<file path="src/rtl/dcm_reset_sequencer_pkg.sv">
`default_nettype none
// ============================================================================
// Module : dcm_reset_sequencer_pkg
// Brief  : Sequencer state encodings, status-field widths and a sizing helper.
// Rev    : 1.0  initial release
// ============================================================================
package dcm_reset_sequencer_pkg;

    typedef enum logic [2:0] {
        ST_ASSERT = 3'd0,
        ST_WAIT   = 3'd1,
        ST_SETTLE = 3'd2,
        ST_RUN    = 3'd3,
        ST_FAULT  = 3'd4
    } seq_state_t;

    localparam int unsigned c_retry_w = 4;
    localparam int unsigned c_loss_w  = 8;

    function automatic int unsigned max3(input int unsigned a,
                                         input int unsigned b,
                                         input int unsigned c);
        int unsigned m;
        m = (a > b) ? a : b;
        return (m > c) ? m : c;
    endfunction

endpackage
`default_nettype wire

</file>
<file path="src/rtl/dcm_reset_sequencer_lock_sync.sv">
`default_nettype none
// ============================================================================
// Module : dcm_reset_sequencer_lock_sync
// Brief  : WIDTH-bit two-flop synchronizer for the asynchronous DCM LOCKED lines.
// Rev    : 1.0  initial release
// ============================================================================
module dcm_reset_sequencer_lock_sync #(
    parameter int unsigned WIDTH = 1
) (
    input  logic             clk,
    input  logic             rst_n,
    input  logic [WIDTH-1:0] i_async,
    output logic [WIDTH-1:0] o_sync
);

    logic [WIDTH-1:0] r_meta;
    logic [WIDTH-1:0] r_sync;

    always_ff @(posedge clk) begin
        if (!rst_n) begin
            r_meta <= '0;
            r_sync <= '0;
        end else begin
            r_meta <= i_async;
            r_sync <= r_meta;
        end
    end

    assign o_sync = r_sync;

endmodule
`default_nettype wire

</file>
<file path="src/rtl/dcm_reset_sequencer.sv">
`default_nettype none
// ============================================================================
// Module : dcm_reset_sequencer
// Brief  : Releases chained DCM resets in index order as upstream DCMs lock,
//          then system reset after a settle period; restarts on any lock loss.
//          Optional lock-loss counter enabled by defining LOCK_LOSS_COUNT_EN.
// Rev    : 1.0  initial release
// ============================================================================
module dcm_reset_sequencer
    import dcm_reset_sequencer_pkg::*;
#(
    parameter int unsigned N_DCM         = 3,
    parameter int unsigned RST_CYCLES    = 8,
    parameter int unsigned LOCK_TIMEOUT  = 65535,
    parameter int unsigned SETTLE_CYCLES = 256,
    parameter int unsigned MAX_RETRIES   = 3
) (
    input  logic                 BOARD_CLOCK,
    input  logic                 RST_N,
    input  logic [N_DCM-1:0]     DCM_LOCKED,
    output logic [N_DCM-1:0]     DCM_RST,
    output logic                 SYS_RST_N,
    output logic                 CLOCKS_READY,
    output logic                 FAULT,
    output logic [c_retry_w-1:0] RETRY_COUNT
`ifdef LOCK_LOSS_COUNT_EN
    ,
    input  logic                 LOSS_CLR,
    output logic [c_loss_w-1:0]  LOSS_COUNT
`endif
);

    localparam int unsigned c_timer_w = $clog2(max3(RST_CYCLES, LOCK_TIMEOUT, SETTLE_CYCLES) + 1);
    localparam int unsigned c_idx_w   = (N_DCM > 1) ? $clog2(N_DCM) : 1;

    localparam logic [c_timer_w-1:0] c_rst_last    = c_timer_w'(RST_CYCLES - 1);
    localparam logic [c_timer_w-1:0] c_lock_last   = c_timer_w'(LOCK_TIMEOUT - 1);
    localparam logic [c_timer_w-1:0] c_settle_last = c_timer_w'(SETTLE_CYCLES - 1);
    localparam logic [c_idx_w-1:0]   c_idx_last    = c_idx_w'(N_DCM - 1);
    localparam logic [c_retry_w-1:0] c_retry_lim   = c_retry_w'(MAX_RETRIES);
    localparam logic [c_retry_w-1:0] c_retry_sat   = '1;

    seq_state_t             r_state;
    seq_state_t             w_state_nxt;
    logic [c_idx_w-1:0]     r_idx;
    logic [c_idx_w-1:0]     w_idx_nxt;
    logic [c_timer_w-1:0]   r_timer;
    logic [c_timer_w-1:0]   w_timer_nxt;
    logic [c_retry_w-1:0]   r_retry;
    logic [c_retry_w-1:0]   w_retry_nxt;
    logic [c_retry_w-1:0]   w_retry_inc;
    logic [N_DCM-1:0]       r_dcm_rst;
    logic [N_DCM-1:0]       w_dcm_rst_nxt;
    logic                   r_sys_rst_n;
    logic                   r_ready;
    logic                   r_fault;
    logic [N_DCM-1:0]       w_lock;
    logic [N_DCM-1:0]       w_below;
    logic                   w_upstream_ok;
    logic                   w_all_locked;

    dcm_reset_sequencer_lock_sync #(
        .WIDTH (N_DCM)
    ) u_lock_sync (
        .clk     (BOARD_CLOCK),
        .rst_n   (RST_N),
        .i_async (DCM_LOCKED),
        .o_sync  (w_lock)
    );

    always_comb begin
        w_below = '0;
        for (int j = 0; j < N_DCM; j++) begin
            w_below[j] = (j < int'(r_idx));
        end
    end

    assign w_upstream_ok = &(w_lock | ~w_below);
    assign w_all_locked  = &w_lock;
    assign w_retry_inc   = (r_retry == c_retry_sat) ? r_retry : r_retry + c_retry_w'(1);

    // Upstream loss outranks a lock of the current DCM, which outranks its timeout.
    always_comb begin
        w_state_nxt = r_state;
        w_idx_nxt   = r_idx;
        w_timer_nxt = r_timer + c_timer_w'(1);
        w_retry_nxt = r_retry;
        case (r_state)
            ST_ASSERT: begin
                w_idx_nxt = '0;
                if (r_timer == c_rst_last) begin
                    w_state_nxt = ST_WAIT;
                    w_timer_nxt = '0;
                end
            end
            ST_WAIT: begin
                if (!w_upstream_ok) begin
                    w_state_nxt = ST_ASSERT;
                    w_timer_nxt = '0;
                end else if (w_lock[r_idx]) begin
                    w_timer_nxt = '0;
                    if (r_idx == c_idx_last) begin
                        w_state_nxt = ST_SETTLE;
                    end else begin
                        w_idx_nxt = r_idx + c_idx_w'(1);
                    end
                end else if (r_timer == c_lock_last) begin
                    w_timer_nxt = '0;
                    w_retry_nxt = w_retry_inc;
                    w_state_nxt = (w_retry_inc == c_retry_lim) ? ST_FAULT : ST_ASSERT;
                end
            end
            ST_SETTLE: begin
                if (!w_all_locked) begin
                    w_state_nxt = ST_ASSERT;
                    w_timer_nxt = '0;
                end else if (r_timer == c_settle_last) begin
                    w_state_nxt = ST_RUN;
                    w_timer_nxt = '0;
                    w_retry_nxt = '0;
                end
            end
            ST_RUN: begin
                w_timer_nxt = r_timer;
                if (!w_all_locked) begin
                    w_state_nxt = ST_ASSERT;
                    w_timer_nxt = '0;
                end
            end
            ST_FAULT: begin
                w_timer_nxt = r_timer;
            end
            default: begin
                w_state_nxt = ST_ASSERT;
                w_timer_nxt = '0;
            end
        endcase
    end

    // Outputs are registered from the next state so every reset line is glitch-free.
    always_comb begin
        w_dcm_rst_nxt = '1;
        for (int j = 0; j < N_DCM; j++) begin
            if (w_state_nxt == ST_WAIT) begin
                w_dcm_rst_nxt[j] = (j > int'(w_idx_nxt));
            end else if (w_state_nxt == ST_SETTLE || w_state_nxt == ST_RUN) begin
                w_dcm_rst_nxt[j] = 1'b0;
            end
        end
    end

    always_ff @(posedge BOARD_CLOCK) begin
        if (!RST_N) begin
            r_state     <= ST_ASSERT;
            r_idx       <= '0;
            r_timer     <= '0;
            r_retry     <= '0;
            r_dcm_rst   <= '1;
            r_sys_rst_n <= 1'b0;
            r_ready     <= 1'b0;
            r_fault     <= 1'b0;
        end else begin
            r_state     <= w_state_nxt;
            r_idx       <= w_idx_nxt;
            r_timer     <= w_timer_nxt;
            r_retry     <= w_retry_nxt;
            r_dcm_rst   <= w_dcm_rst_nxt;
            r_sys_rst_n <= (w_state_nxt == ST_RUN);
            r_ready     <= (w_state_nxt == ST_RUN);
            r_fault     <= (w_state_nxt == ST_FAULT);
        end
    end

    assign DCM_RST      = r_dcm_rst;
    assign SYS_RST_N    = r_sys_rst_n;
    assign CLOCKS_READY = r_ready;
    assign FAULT        = r_fault;
    assign RETRY_COUNT  = r_retry;

`ifdef LOCK_LOSS_COUNT_EN
    localparam logic [c_loss_w-1:0] c_loss_sat = '1;

    logic [c_loss_w-1:0] r_loss_cnt;
    logic                w_run_exit;

    assign w_run_exit = (r_state == ST_RUN) && (w_state_nxt == ST_ASSERT);

    // A clear coinciding with an increment leaves the counter at zero.
    always_ff @(posedge BOARD_CLOCK) begin
        if (!RST_N || LOSS_CLR) begin
            r_loss_cnt <= '0;
        end else if (w_run_exit && (r_loss_cnt != c_loss_sat)) begin
            r_loss_cnt <= r_loss_cnt + c_loss_w'(1);
        end
    end

    assign LOSS_COUNT = r_loss_cnt;
`endif

endmodule
`default_nettype wire
</file>
<file path="config.mk">
export PLATFORM = sky130hd
export DESIGN_NAME = dcm_reset_sequencer
export DESIGN_NICKNAME = d
export VERILOG_FILES = /design/src/rtl/dcm_reset_sequencer_pkg.sv /design/src/rtl/dcm_reset_sequencer_lock_sync.sv /design/src/rtl/dcm_reset_sequencer.sv
export SDC_FILE = /design/constraint.sdc
export NUM_CORES = 1
export LEC_CHECK = 0
export BUFFER_PORTS_ARGS = -buffer_cell sky130_fd_sc_hd__buf_2
export CAP_MARGIN = 5
export CORE_ASPECT_RATIO = 0.5
export CORE_MARGIN = 3
export CORE_UTILIZATION = 53
export CTS_BUF_LIST = sky130_fd_sc_hd__clkbuf_16
export CTS_CLUSTER_DIAMETER = 100
export DETAILED_ROUTE_END_ITERATION = 8
export PLACE_DENSITY = 0.79
export SKIP_CTS_REPAIR_TIMING = 1
export SLEW_MARGIN = 10
export SYNTH_ARGS = -nofsm -noshare
export SYNTH_HDL_FRONTEND = slang
export SYNTH_SLANG_ARGS = --single-unit
</file>
<file path="constraint.sdc">
create_clock -name BOARD_CLOCK -period 2.25 [get_ports BOARD_CLOCK]
set_clock_uncertainty 0.1 [all_clocks]
set_input_delay 0 -clock BOARD_CLOCK [delete_from_list [all_inputs] [get_ports BOARD_CLOCK]]
set_output_delay 0 -clock BOARD_CLOCK [all_outputs]
set_load 0.02 [all_outputs]
</file>
==> results of run 1 <==
-- cell families (layout without fill, tap and decap cells) --
| family | count (synthesis) | count (layout) | synth area share [%] |
|---|---|---|---|
| and+or+nand+nor | 105 | 105 | 32.66 |
| DFF | 36 | 36 | 39.02 |
| AOI/OAI and AO/OA | 28 | 28 | 10.50 |
| xor gates and xnor gates | 14 | 14 | 6.640 |
| buffers and inverters | 14 | 45 | 3.116 |
| adders and majority gates | 7 | 7 | 4.742 |
| muxes | 6 | 6 | 3.320 |
-- layer usage --
layer	vias to the layer above	global-route usage (%)	share of wire, %
met5	-	0	0
met4	0	5.341	1.5
met3	8	5.670	5.3
li1	789	-	-
met2	41	36.75	47
met1	753	26.08	47
-- state kept, by name, indices dropped and copies added (netlist names) --
register / cells
u_lock_sync.o_sync: 3
u_lock_sync.r_meta: 3
FAULT: 1
DCM_RST: 3
r_timer: 16
CLOCKS_READY: 1
r_idx: 2
RETRY_COUNT: 4
r_state: 3
-- cell usage after synthesis (all sizes together) (3+ instances only) --
cell	instances	area share (%)
dfxtp	36	39
nor3	6	1.6
ha	7	4.7
xnor2	9	4.3
mux2i	5	2.7
inv	8	1.6
nand2	13	2.6
a21oi	4	1.3
o21ai	9	2.4
nor2b	4	1.4
and3	3	1.0
nor4	3	1.0
nor2	32	6.5
xor2	5	2.4
and2	12	4.1
nand3	8	2.4
o21bai	4	1.6
clkbuf	4	0.81
nand4	7	2.7
-- final timing paths --
check / depth (start not counted) / from / end
worst min register to register: 1 / u_lock_sync.r_meta[1] / u_lock_sync.o_sync[1]
worst max-delay path: 6 / r_timer[6] / RETRY_COUNT[2]
worst min-delay path: 2 / RST_N / RETRY_COUNT[1]
worst max register to register: 6 / r_timer[6] / RETRY_COUNT[2]
-- area by class of cell --
cell class	count	area [um^2]
Fill cell	223	883.3
Timing Repair Buffer	29	193.9
Clock buffer	5	125.1
Tap cell	48	60.06
Inverter	8	30.03
Sequential cell	36	725.7
Multi-Input combinational cell	160	1110
Clock inverter	3	42.54
-- report_power, final --
group | total, uW | internal [uW] | switching [uW] | leakage, uW
Clock | 781 | 520 | 261 | 0.0000798
Sequential | 655 | 649 | 6.37 | 0.000293
Combinational | 57.1 | 28.3 | 28.9 | 0.000557
-- through the flow --
stage	util, %	setup WS (ns)
finish	72.14	0.02313
global route	72.14	-0.05313
CTS	69.38	-0.05023
detailed placement	64.09	0.005417
global placement	64.09	0.03585
floorplan	-	0.08320
-- cell usage in the layout, fill, tap and decap left out, types with 5 or more instances in the layout --
master     netlist  routed
and2_1          12      12
buf_4            1      11
nor3_1           6       6
o21ai_0          7       6
nand4_1          6       6
ha_1             7       6
nand3_1          7       6
buf_2            1      14
inv_1            8       6
nand2_1         13      13
dfxtp_1         36      32
mux2i_1          5       5
xor2_1           5       5
xnor2_1          9       9
clkbuf_16        0       5
nor2_1          32      31
==> qor.csv, run 1 <==
metric;value;unit
status;complete, but fails checks;
violations;negative hold slack;
cp-start-kind;flip-flop;
clock-sinks;36;
p_per_area;652.8;nW/um^2
row_count;14;
min_period;2.227;ns
syn_nets;222;
synthFlopType;dfxtp_1;
max_stage_delay;0.55;ns
synth-seq-area-share;39.02;%
dp_hpwl;2.774;mm
total_power;1493;uW
design.die.area;4272;um^2
tightest_slew;0.4930;ns
cp_cell_sequence;nand4_2 > or4_4 > nand4bb_4 > or4b_1 > o21ai_1 > nor2_1;
ant_nets;0;
rsz0062_at_grt;yes;
grt_max_degree;20;
worstSetupPathType;reg2reg;
drc;0;
viasPerCell;5.505;
tritoncts;yes;
drt_wl_total;4.244;mm
async_flop_share;0;%
timing.fmax;449.1;MHz
synth_cell_types;51;
ys_ff_latch;36;
synth_area_per_cell;8.794;um^2
cp.arrival;2.30;ns
slew_viol_final;0;
clk_pin_slew;0.06;ns
grt.total_usage;20.87;%
cts.path.max_buffers;2;
first_global_vias;1436;
hold_violations;1;
wl_per_cell;14.69;um
critical_path.top_delay_family;simple AND/OR/NAND/NOR gates;
synth_cells;210;
cp.required;2.32;ns
syn-cell-area;1847;um^2
slew_headroom;66.78;%
final_cell_area;2287;um^2
die_width;89.48;um
syn_to_final_growth;23.85;%
r2r_slack;0.02;ns
dpl-instance-area;2032;um^2
clock_latency;0.28;ns
cap_violations;0;
numCtsBuffers;5;
grt_overflow;0;
start_util;58.25;%
cp-end-kind;flip-flop;
yosysWarnings;0;
die_y;47.74;um
htree_levels;2;
finalSetupViolations;0;
final_cells;289;
gp_congestion;0.8885;
vias;1591;
fin_crit_sh;98.97;%
core_region_area;3171;um^2
antenna_found_initial;0;
nets;252;
drive_gt1_share;23.24;%
drtIter0Drc;83;
final.setup.tns;0;ns
holdWs;-0.0009406;ns
io_pins;15;
critical_path_buf_inv_count;0;
irDropWorstVdd;0.3442;mV
portBuffers;14;
grt_pass1_wl;6.637;mm
crit_slowest_cell;or4_4;
antenna_cells;0;
power_leakage;0.0009302;uW
drt_pass1_iterations;4;
cp_max_fo;6;
hp-class;in2reg;
place_inst;277;
synth-edff-count;0;
root_buffer;clkbuf_16;
No activity file was read; power rests on OpenSTA's default activity.
==> inputs of run 2 (changes only) <==
Settings changed: PLACE_DENSITY 0.79 to 0.71, SLEW_MARGIN 10 to 20.
==> qor.csv, run 2 (same netlist as run 1, synthesis figures left out) <==
metric;value;unit
htree_levels;2;
layout_commonest_cell;dfxtp_1;
min_to;RETRY_COUNT[1];
drt_wl_total;3.857;mm
p_switching;267.6;uW
drive_gt1_share;21.31;%
first_global_vias;1414;
grt_overflow;0;
numCtsBuffers;5;
r2r_cells;8;
design.die.area;4272;um^2
final.setup.tns;0;ns
power_leakage;0.0009363;uW
cp.arrival;2.28;ns
timing.rr.end;RETRY_COUNT[2];
row_count;14;
root_buffer;clkbuf_16;
postLayoutCoreUtil;71.39;%
status;complete, no violations;
hold_violations;0;
timing.fmax;453.2;MHz
hold_path.startpoint;RST_N;
cap_violations;0;
antenna_cells;0;
drt_pass1_iterations;4;
cp-end-kind;flip-flop;
core_region_area;3171;um^2
nFillCells;247;
ant_nets;0;
largest_reg_flops;16;
slew_viol_final;0;
drtIter0Drc;24;
regMostFlops;r_timer;
start_util;58.25;%
grt_max_degree;20;
tightest_slew;0.5465;ns
clkPwrFrac;47.1;%
grt_pass1_wl;6.437;mm
min_period;2.206;ns
gp_congestion;0.8222;
p_sw_share;19.98;%
dp_hpwl;2.747;mm
layout_common_cells;dfxtp_1 (35), nor2_1 (32), buf_4 (16);
antenna_found_initial;0;
slew_headroom;63.17;%
vias;1565;
hp-class;in2reg;
cts.path.max_buffers;2;
tritoncts;yes;
final_cells;292;
cp_max_fo;5;
clock-sinks;36;
die_width;89.48;um
portBuffers;14;
rsz0062_at_grt;yes;
viasPerCell;5.360;
fin_crit_sh;98.06;%
place_inst;281;
irDropWorstVdd;0.3917;mV
syn_to_final_growth;22.56;%
die_y;47.74;um
hold_path_depth;2;
io_pins;15;
finalSetupViolations;0;
clk_pin_slew;0.05;ns
r2r-start;r_timer[0];
pwr-share-comb;4.1;%
p_per_area;591.6;nW/um^2
drc;0;
cp-start-kind;flip-flop;
r2r_slack;0.04;ns
cp.required;2.32;ns
worstSetupPathType;reg2reg;
grt.total_usage;20.34;%
nets;256;
p_int;1072;uW
power_frac_seq;48.8;%
holdWs;0.004611;ns
wl_per_cell;13.21;um
clock_latency;0.28;ns
==> run 2: cell type report <==
cell class	instances	area [um^2]	area share (%)
Multi-Input combinational cell	160	1099	48.53
Sequential cell	36	721.9	31.90
Timing Repair Buffer	33	220.2	9.729
Clock buffer	5	125.1	5.528
Tap cell	48	60.06	2.653
Inverter	8	30.03	1.327
Clock inverter	2	7.507	0.3317
==> run 2: per-layer routing <==
metal  track usage (%)  up-vias  routed length [um]
met1             26.87      726                1962
met3             6.186        9                 140
met5                 0        -                   0
li1                  -      800                   -
met2             32.65       30                1702
met4             6.231        0                  51
==> run 2: through the flow <==
stage               setup slack [ns]  total power, uW  cell area, um^2
floorplan                    0.08320            696.3             1847
global placement             0.05128            715.4             2062
detailed placement           0.04366            716.3             2062
CTS                         -0.01073             1342             2195
global route                -0.03172             1394             2263
finish                       0.04367             1339             2263
==> run 2: how the worst max path moves through the flow <==
| stage | start | end | slack, ns | cells after the start |
|---|---|---|---|---|
| 5_1_grt | r_timer[0] | RETRY_COUNT[2] | -0.03 | 8 |
| 3_5_place_dp | r_idx[1] | r_timer[1] | 0.04 | 7 |
| 2_1_floorplan | r_timer[0] | RETRY_COUNT[2] | 0.08 | 8 |
| 6_report | r_timer[0] | RETRY_COUNT[2] | 0.04 | 8 |
| 4_1_cts | r_timer[0] | RETRY_COUNT[2] | -0.01 | 8 |
| 3_3_place_gp | r_idx[1] | r_timer[1] | 0.05 | 7 |
==> run 2: critical path: stages (launching register included) <==
cell       delay, ns
dfxtp_1         0.31
inv_1           0.05
ha_1            0.14
nand4_1         0.10
or4_4           0.54
nand4bb_4       0.24
or4b_4          0.51
o21ai_2         0.07
nor2_1          0.04
==> run 2: power groups by stage <==
stage                     combinational, uW  sequential (uW)  clock [uW]
after CTS                              49.8              653         639
after floorplan                        27.7              669           0
after detailed placement               49.4              667           0
after global placement                 49.0              666           0
final                                  55.3              654         630
after global routing                   62.8              654         677
==> inputs of run 3 (changes only) <==
Settings changed: SYNTH_HIERARCHICAL from default to 1.
==> qor.csv, run 3 <==
metric;value;unit
status;complete, no violations;
ant_nets;0;
slew_viol_final;0;
synth-seq-area-share;38.12;%
power_frac_seq;47.9;%
grt_pass1_wl;7.010;mm
timing.rr.end;r_timer[1];
cp-end-kind;flip-flop;
drc;0;
design.die.area;4363;um^2
drt_wl_total;4.439;mm
synth-xor-area-share;6.949;%
p_switching;304.4;uW
nets;251;
hold_path.startpoint;RST_N;
wl_per_cell;15.41;um
min_period;2.138;ns
top_usage_layer;met2;
yosys.area_share.adder;4.633;%
tightest_slew;0.7199;ns
cp-start-kind;flip-flop;
async_flop_share;0;%
start_util;58.98;%
place_inst;276;
dp_hpwl;3.242;mm
ys_ff_latch;36;
antenna_found_initial;0;
r2r_cells;7;
cp.arrival;2.18;ns
hp-class;in2reg;
postLayoutCoreUtil;70.37;%
cap_violations;0;
slew_headroom;51.79;%
seq_area;723.2;um^2
yosys-top-cells-area;dfxtp_1 (38%), nor2_1 (4.8%), ha_1 (4.6%);
use_met3;5.547;%
yosysWarnings;6;
worstSetupPathType;reg2reg;
synth_area_per_cell;9.046;um^2
synth_cell_types;51;
antenna_cells;0;
viasPerCell;5.906;
synthSimpleGateAreaFrac;34.28;%
drtIter0Drc;68;
clock-sinks;36;
first_global_vias;1475;
regMostFlops;r_timer;
gp_congestion;0.9160;
r2r_slack;0.11;ns
fin_ws;0.1120;ns
hold_path_depth;2;
layout_common_cells;dfxtp_1 (34), nor2_1 (24), nand2_1 (15);
portBuffers;14;
power_leakage;0.0008469;uW
final.setup.tns;0;ns
min_to;r_state[2];
clkPwrFrac;46.1;%
tritoncts;yes;
syn_to_final_growth;19.32;%
multi_input_area;1135;um^2
layout_commonest_cell;dfxtp_1;
p_sw_share;21.89;%
synth_mux_area_share;1.588;%
synth_cells;209;
yosysTopAreaCell;dfxtp_1;
p_int;1086;uW
clk_pin_slew;0.05;ns
fin_crit_sh;95.02;%
root_buffer;clkbuf_16;
row_count;14;
drt_pass1_iterations;4;
yosys-top-cells-count;dfxtp_1 (36), nor2_1 (24), nand2_1 (15), nand3_1 (13), xnor2_1 (9);
cts.path.max_buffers;2;
grt_overflow;0;
htree_levels;2;
cp_max_fo;5;
use_met2;34.36;%
synthFlopType;dfxtp_1;
pwr-share-comb;5.9;%
synth-edff-count;0;
largest_reg_flops;16;
io_pins;15;
vias;1701;
r2r-start;r_timer[0];
grt.total_usage;20.84;%
synth-compound-area-share;11.65;%
syn_nets;221;
die_y;48.23;um
irDropWorstVdd;0.4844;mV
grt.met1_usage;28.35;%
yosysTopAreaCellShare;38.12;%
cp.required;2.30;ns
drive_gt1_share;20.00;%
synth_top_family_by_area;simple AND/OR/NAND/NOR gates;
core_region_area;3206;um^2
grt_max_degree;19;
clock_latency;0.27;ns
p_per_area;616.5;nW/um^2
hold_violations;0;
numCtsBuffers;5;
pre_cts_ws;0.04548;ns
final_cells;288;
timing.fmax;467.7;MHz
finalSetupViolations;0;
die_width;90.47;um
nFillCells;264;
yosysMostFrequentCell;dfxtp_1;
rsz0062_at_grt;no;
syn-cell-area;1891;um^2
run 3: kinds of logic after synthesis:
kind of cell,after synthesis
AND/OR/NAND/NOR,110
flip-flops,36
AO/OA/AOI/OAI,29
XOR/XNOR,15
buffers and inverters,9
adder cells (fa/ha/maj),7
multiplexers,3
run 3: stage by stage:
stage	total power, uW	area [um^2]	hold WS, ns
floorplan	728.8	1891	0.02171
global placement	750.5	2058	0.1016
detailed placement	754.3	2058	0.1130
CTS	1386	2195	-0.1681
global route	1429	2256	0.02956
finish	1391	2256	0.02585
run 3: worst max-delay path by stage:
stage               startpoint     endpoint  slack, ns  cells past startpoint
CTS                 r_timer[1]  r_timer[12]       0.03                      7
floorplan           r_timer[1]  r_timer[10]       0.06                      7
global route        r_timer[2]   DCM_RST[1]      0.003                      6
global placement    r_timer[1]  r_timer[12]       0.11                      7
detailed placement  r_timer[1]  r_timer[12]       0.05                      7
finish              r_timer[0]   r_timer[1]       0.11                      7
run 3: power by group through the flow:
stage	Clock, uW	Sequential [uW]	Combinational (uW)
global route	671	668	90.4
CTS	645	666	75.5
detailed placement	0	679	75.0
finish	642	667	82.3
floorplan	0	679	49.4
global placement	0	678	72.9
run 3: layer usage:
metal	routed length [um]	up-vias	share of wire, %
li1	-	831	-
met2	1982	40	45
met5	0	-	0
met3	203	4	4.6
met1	2236	826	50
met4	17	0	0.38
run 3: critical path, cell delays in order (launching register included):
cell and delay (ns):
dfxtp_1 0.36, ha_1 0.17, or4b_2 0.62, nor4_4 0.17
o22ai_2 0.15, o31ai_4 0.22, buf_4 0.18, a211oi_1 0.05
run 3: final cells by class:
cell class	count	share of cell area (%)
Sequential cell	36	32.06
Clock buffer	5	5.546
Clock inverter	3	0.4992
Multi-Input combinational cell	164	50.31
Tap cell	48	2.662
Inverter	4	0.6656
Timing Repair Buffer	28	8.264
